`src/rtl/mmio_pkg.sv`:
```
// Shared constants for the memory-mapped output port: reserved addresses,
// status word bit positions and the flag-clear bit.
package mmio_pkg;

    // Default reserved addresses at the top of a 16-bit data space.
    localparam logic [15:0] DATA_ADDR_DEF = 16'hFFFE;
    localparam logic [15:0] STAT_ADDR_DEF = 16'hFFFF;

    // Status word bit positions; count occupies [ST_CNT_LSB +: log2(DEPTH)+1].
    localparam int ST_EMPTY   = 0;
    localparam int ST_FULL    = 1;
    localparam int ST_OVF     = 2;
    localparam int ST_CNT_LSB = 4;

    // Store-data bit to STAT_ADDR that clears the sticky overflow flag.
    localparam int CLR_OVF    = 2;

endpackage

```
`src/rtl/mmio_out_port_sync_fifo.sv`:
```
// Small synchronous FIFO with registered storage. A push into a full FIFO
// is accepted only when a pop frees the head slot on the same edge.
module sync_fifo #(
    parameter int WIDTH = 16,
    parameter int DEPTH = 4
) (
    input  logic                       clk,
    input  logic                       rst,
    input  logic                       push,
    input  logic [WIDTH-1:0]           din,
    input  logic                       pop,
    output logic [WIDTH-1:0]           dout,
    output logic [$clog2(DEPTH):0]     count,
    output logic                       full,
    output logic                       empty
);

    localparam int AW = $clog2(DEPTH);
    localparam int CW = AW + 1;

    logic [WIDTH-1:0] mem [DEPTH];
    logic [AW-1:0]    rd_ptr;
    logic [AW-1:0]    wr_ptr;
    logic             do_pop;
    logic             do_push;

    assign full    = (count == CW'(DEPTH));
    assign empty   = (count == '0);
    assign dout    = mem[rd_ptr];

    // Pop needs data; push into full only succeeds alongside a real pop.
    assign do_pop  = pop & ~empty;
    assign do_push = push & (~full | do_pop);

    // Storage write at the tail; cleared on reset so dout is never X.
    always_ff @(posedge clk or negedge rst) begin
        if (!rst) begin
            for (int i = 0; i < DEPTH; i++) mem[i] <= '0;
        end else if (do_push) begin
            mem[wr_ptr] <= din;
        end
    end

    // Pointers wrap naturally at DEPTH (power of two); count tracks occupancy.
    always_ff @(posedge clk or negedge rst) begin
        if (!rst) begin
            rd_ptr <= '0;
            wr_ptr <= '0;
            count  <= '0;
        end else begin
            if (do_pop)  rd_ptr <= rd_ptr + AW'(1);
            if (do_push) wr_ptr <= wr_ptr + AW'(1);
            case ({do_push, do_pop})
                2'b10:   count <= count + CW'(1);
                2'b01:   count <= count - CW'(1);
                default: count <= count;
            endcase
        end
    end

endmodule

```
`src/rtl/mmio_out_port.sv`:
```
// Memory-mapped output port: decodes two reserved addresses out of the
// processor data port, queues stores to DATA_ADDR in a FIFO drained over
// valid/ready, and answers loads from STAT_ADDR with occupancy and flags.
module mmio_out_port
    import mmio_pkg::*;
#(
    parameter int               WIDTH     = 16,
    parameter int               DEPTH     = 4,
    parameter logic [WIDTH-1:0] DATA_ADDR = WIDTH'(DATA_ADDR_DEF),
    parameter logic [WIDTH-1:0] STAT_ADDR = WIDTH'(STAT_ADDR_DEF)
) (
    input  logic             clk,
    input  logic             rst,
    input  logic [WIDTH-1:0] cpu_addr,
    input  logic [WIDTH-1:0] cpu_wdata,
    input  logic             cpu_we,
    output logic [WIDTH-1:0] cpu_rdata,
    input  logic [WIDTH-1:0] ram_rdata,
    output logic             ram_we,
    output logic [WIDTH-1:0] out_data,
    output logic             out_valid,
    input  logic             out_ready
);

    localparam int CW = $clog2(DEPTH) + 1;

    logic          hit_d;
    logic          hit_s;
    logic          push_req;
    logic          pop_req;
    logic          fifo_full;
    logic          fifo_empty;
    logic [CW-1:0] fifo_count;
    logic          ovf;
    logic          ovf_set;
    logic          ovf_clr;
    logic [WIDTH-1:0] status;

    assign hit_d    = (cpu_addr == DATA_ADDR);
    assign hit_s    = (cpu_addr == STAT_ADDR);
    assign ram_we   = cpu_we & ~hit_d & ~hit_s;
    assign push_req = cpu_we & hit_d;
    assign pop_req  = out_valid & out_ready;
    assign out_valid = ~fifo_empty;

    // A push is dropped only when full and nothing leaves on the same edge.
    assign ovf_set  = push_req & fifo_full & ~pop_req;
    assign ovf_clr  = cpu_we & hit_s & cpu_wdata[CLR_OVF];

    sync_fifo #(
        .WIDTH (WIDTH),
        .DEPTH (DEPTH)
    ) u_fifo (
        .clk   (clk),
        .rst   (rst),
        .push  (push_req),
        .din   (cpu_wdata),
        .pop   (pop_req),
        .dout  (out_data),
        .count (fifo_count),
        .full  (fifo_full),
        .empty (fifo_empty)
    );

    // Sticky overflow flag; an explicit clear takes priority over a new set.
    always_ff @(posedge clk or negedge rst) begin
        if (!rst)         ovf <= 1'b0;
        else if (ovf_clr) ovf <= 1'b0;
        else if (ovf_set) ovf <= 1'b1;
    end

    // Status word assembled from current FIFO state and flags.
    always_comb begin
        status                       = '0;
        status[ST_EMPTY]             = fifo_empty;
        status[ST_FULL]              = fifo_full;
        status[ST_OVF]               = ovf;
        status[ST_CNT_LSB +: CW]     = fifo_count;
    end

    // Load data mux: status, zeros for the data port, else RAM.
    always_comb begin
        cpu_rdata = ram_rdata;
        if (hit_s)      cpu_rdata = status;
        else if (hit_d) cpu_rdata = '0;
    end

endmodule

```
`config.mk`:
```
export PLATFORM = sky130hd
export DESIGN_NAME = mmio_out_port
export DESIGN_NICKNAME = d
export VERILOG_FILES = /design/src/rtl/mmio_pkg.sv /design/src/rtl/mmio_out_port_sync_fifo.sv /design/src/rtl/mmio_out_port.sv
export SDC_FILE = /design/constraint.sdc
export NUM_CORES = 1
export LEC_CHECK = 0
export BUFFER_PORTS_ARGS = -buffer_cell sky130_fd_sc_hd__buf_2
export CAP_MARGIN = 15
export CORE_MARGIN = 5
export CORE_UTILIZATION = 60
export CTS_BUF_LIST = sky130_fd_sc_hd__clkbuf_2
export CTS_CLUSTER_DIAMETER = 60
export DETAILED_ROUTE_END_ITERATION = 12
export PLACE_DENSITY_LB_ADDON = 0.2
export SLEW_MARGIN = 30
export SYNTH_ARGS = -nofsm -noshare
export SYNTH_HDL_FRONTEND = slang
export SYNTH_SLANG_ARGS = --single-unit
```
`constraint.sdc`:
```
create_clock -name clk -period 6.5 [get_ports clk]
set_clock_uncertainty 0.15 [all_clocks]
set_input_delay 1.3 -clock clk [delete_from_list [all_inputs] [get_ports clk]]
set_output_delay 1.3 -clock clk [all_outputs]
set_load 0.1 [all_outputs]
```
==> results.md <==
- Ys async rst share: 1.00
- Fin crit share: 0.677
- Predominant post-synthesis flop cell: dfrtp_1
- I/O pin total: 86
- P_leak: 2.35 nW
- Antenna Cells: 0
- Post-layout min period: between 4000 and 5000 ps
- Crit path kind: input port to output port
- CP max FO: 22
- Post-synthesis sequential area ratio: 0.486
- RSZ-0062 raised after global routing: no
- Die Footprint: 7860 um^2
- CP Launch Type: input port
- Quantity of gates resized following cts: 0
- Max-slew headroom: 0.429
- Final WL: between 7000 and 8000 um
- Yosys reg bits: a little over 70
- Max-slew violations: 0
- Final setup margin: ~2100 ps
- Post CTS Setup Buffer Count: 0
- Maximum vdd drop: 0.134 mV
- Worst-skew pair later-pin latency: roughly 480 ps
- R2R Setup Slk: a little over 4000 ps
- Vias per cell: about 5.6
- Critical Path End: cpu_rdata[0]
- TNS Setup: 0 ps
- Nets: 395
- Post-synth cell types: 38
- GP Congestion: ~0.82
- Design Power: ~980 uW
- Die Wd: 88.6 um
- Largest cells by area after synthesis: dfrtp_1 (49%), mux2_4 (16%), mux4_2 (9.7%), mux2_2 (7.3%), and2_1 (1.9%)
- Pin count of the biggest net entering global routing: between 70 and 80
- Num CTS Buffers: 9
- Via count: approximately 2.3k
- Max-Cap Viols: 0
- Reg-to-reg critical path endpoint: u_fifo.count[2]
- TritonRoute pass-1 iters: 3
- Total gr overflow: 0
- Final Setup Violations: 0
- Synth Net Count: 310
- Post-route ant nets: 0
- Crit Reg-Reg Startpoint: u_fifo.count[1]
- Mapped Cells: 253
- CP Data Arrival Time: 2950 ps
- Initial DRC Count: roughly 70
- Sw power: around 350 uW
- Largest area contributor in the netlist: dfrtp_1
- Chip height: a little under 90 um
- Clock group share of total power: 0.246
- Port Buffer Count: 85
- Worst slew pin tran: between 800 and 900 ps
- Initial Util: 0.623
- Final Util: 0.718
- Clock-pin slew on the worst setup and hold paths: ~180 ps
- Vias in the first global route: 2,474
- Syn Area/Cell: 14.7 um^2
- Crit path required time: around 5100 ps
- Clock root buffer: clkbuf_2
- P&R area growth vs syn: 15.2%
- Antenna violations before repair: 0
- Clock buffer depth: 2
- Yosys warning total: 0
- Synth top cells by count: dfrtp_1 (72), mux2_4 (40), mux2_2 (24)
- Combinational power share: 0.240
- Min-delay worst type: register to register
- Std cell rows: 28
- WL/cell: 17.3 um
- Gr usage total: 0.199
- Mapped Area: 3710 um^2
- Top cell type's share of synthesized area: 0.486
- Max Fclk: 227 MHz
- Hold buffers post-CTS: 0
- CP Launch Point: cpu_addr[13]
- Setup WS pre-CTS: between 2000 and 2500 ps
- First-pass GRT wire length: approximately 12,000 um
- Clock Sinks: a little over 70
- Post-synth EDFFs: 0
- Post-DP HPWL: 4990 um
- Fraction of layout cells with a size suffix above 1: 0.556
- Max H-tree Level: 3
- Status: complete, no violations
- Most common cell in the netlist: dfrtp_1
- Power Internal: between 600 and 700 uW
- Core Box Area: 5960 um^2
- DRC: 0
- Flop pwr share: 0.514
- Path depth of the worst reg2reg path: 7
- Crit. End Element: output port
- Hold Slack: between 300 and 400 ps
- PD cells: about 230 nW/um^2
- TritonCTS clock tree: yes
- Final Hold Fails: 0
- Sw Ratio: 0.355
kinds of logic after synthesis:
| logic type | share of synthesized area |
|---|---|
| AND/OR/NAND/NOR | 0.0998 |
| adder cells (fa/ha/maj) | 0.0189 |
| multiplexers | 0.332 |
| AO/OA/AOI/OAI | 0.0293 |
| XOR/XNOR | 0.00944 |
| flip-flops | 0.486 |
| buffers and inverters | 0.0253 |
worst min path at each step:
stage,start,end,slack [ps],cells past startpoint
2_1_floorplan,ovf,ovf,320,2
3_3_place_gp,u_fifo.mem[31],u_fifo.mem[31],330,1
3_5_place_dp,u_fifo.mem[31],u_fifo.mem[31],340,1
4_1_cts,u_fifo.mem[31],u_fifo.mem[31],380,1
5_1_grt,u_fifo.mem[19],u_fifo.mem[19],390,1
6_report,u_fifo.mem[19],u_fifo.mem[19],380,1
cell type report:
cell class,count,area (um^2)
Clock inverter,6,60.1
Inverter,4,15.0
Fill cell,427,1680
Clock buffer,9,45.0
Multi-Input combinational cell,164,1820
Tap cell,75,93.8
Sequential cell,72,1800
Timing Repair Buffer,87,444
registers in the layout, indices dropped and copies added (netlist names):
signal / cells
u_fifo.count: 3
u_fifo.wr_ptr: 2
u_fifo.rd_ptr: 2
u_fifo.mem: 64
ovf: 1
layer usage:
metal  vias to the layer above  global-route usage  wire (um)
li1                       1115                   -          -
met1                      1165               0.248       3070
met2                        49               0.343       3790
met3                         4              0.0512        291
met4                         0              0.0577         42
met5                         -                   0          0
critical path, cell delays in order:
cell,delay [ps]
buf_2,80
nand3_1,130
or4_4,690
o31ai_1,280
buf_2,470
through the flow:
stage                     area, um^2  cells
final                           4280    417
after global routing            4280    417
after CTS                       4270    417
after detailed placement        4170    402
after global placement          4170    402
after floorplan                 3710    253
power groups by stage:
stage | combinational (mW) | clock, mW | sequential [mW]
2_1_floorplan | 0.210 | 0 | 0.475
3_3_place_gp | 0.236 | 0 | 0.513
3_5_place_dp | 0.238 | 0 | 0.513
4_1_cts | 0.238 | 0.250 | 0.505
5_1_grt | 0.256 | 0.269 | 0.510
6_report | 0.236 | 0.241 | 0.504
cells in the final DEF (no fill, tap or decap), types with 2 or more instances in the layout:
master and count:
mux2_4 40, dfrtp_1 72, clkbuf_2 9, ha_1 4
mux2_2 24, nor2b_1 2, nand3_1 8, xnor2_1 4
a21oi_1 2, nor2_1 4, nand4_1 8, nand2_4 4
o21ai_0 4, buf_2 85, mux4_2 16, inv_1 4
and2_1 11, and3_1 2, nand2_1 13, clkinv_2 2
(Power assumes the default switching activity.)
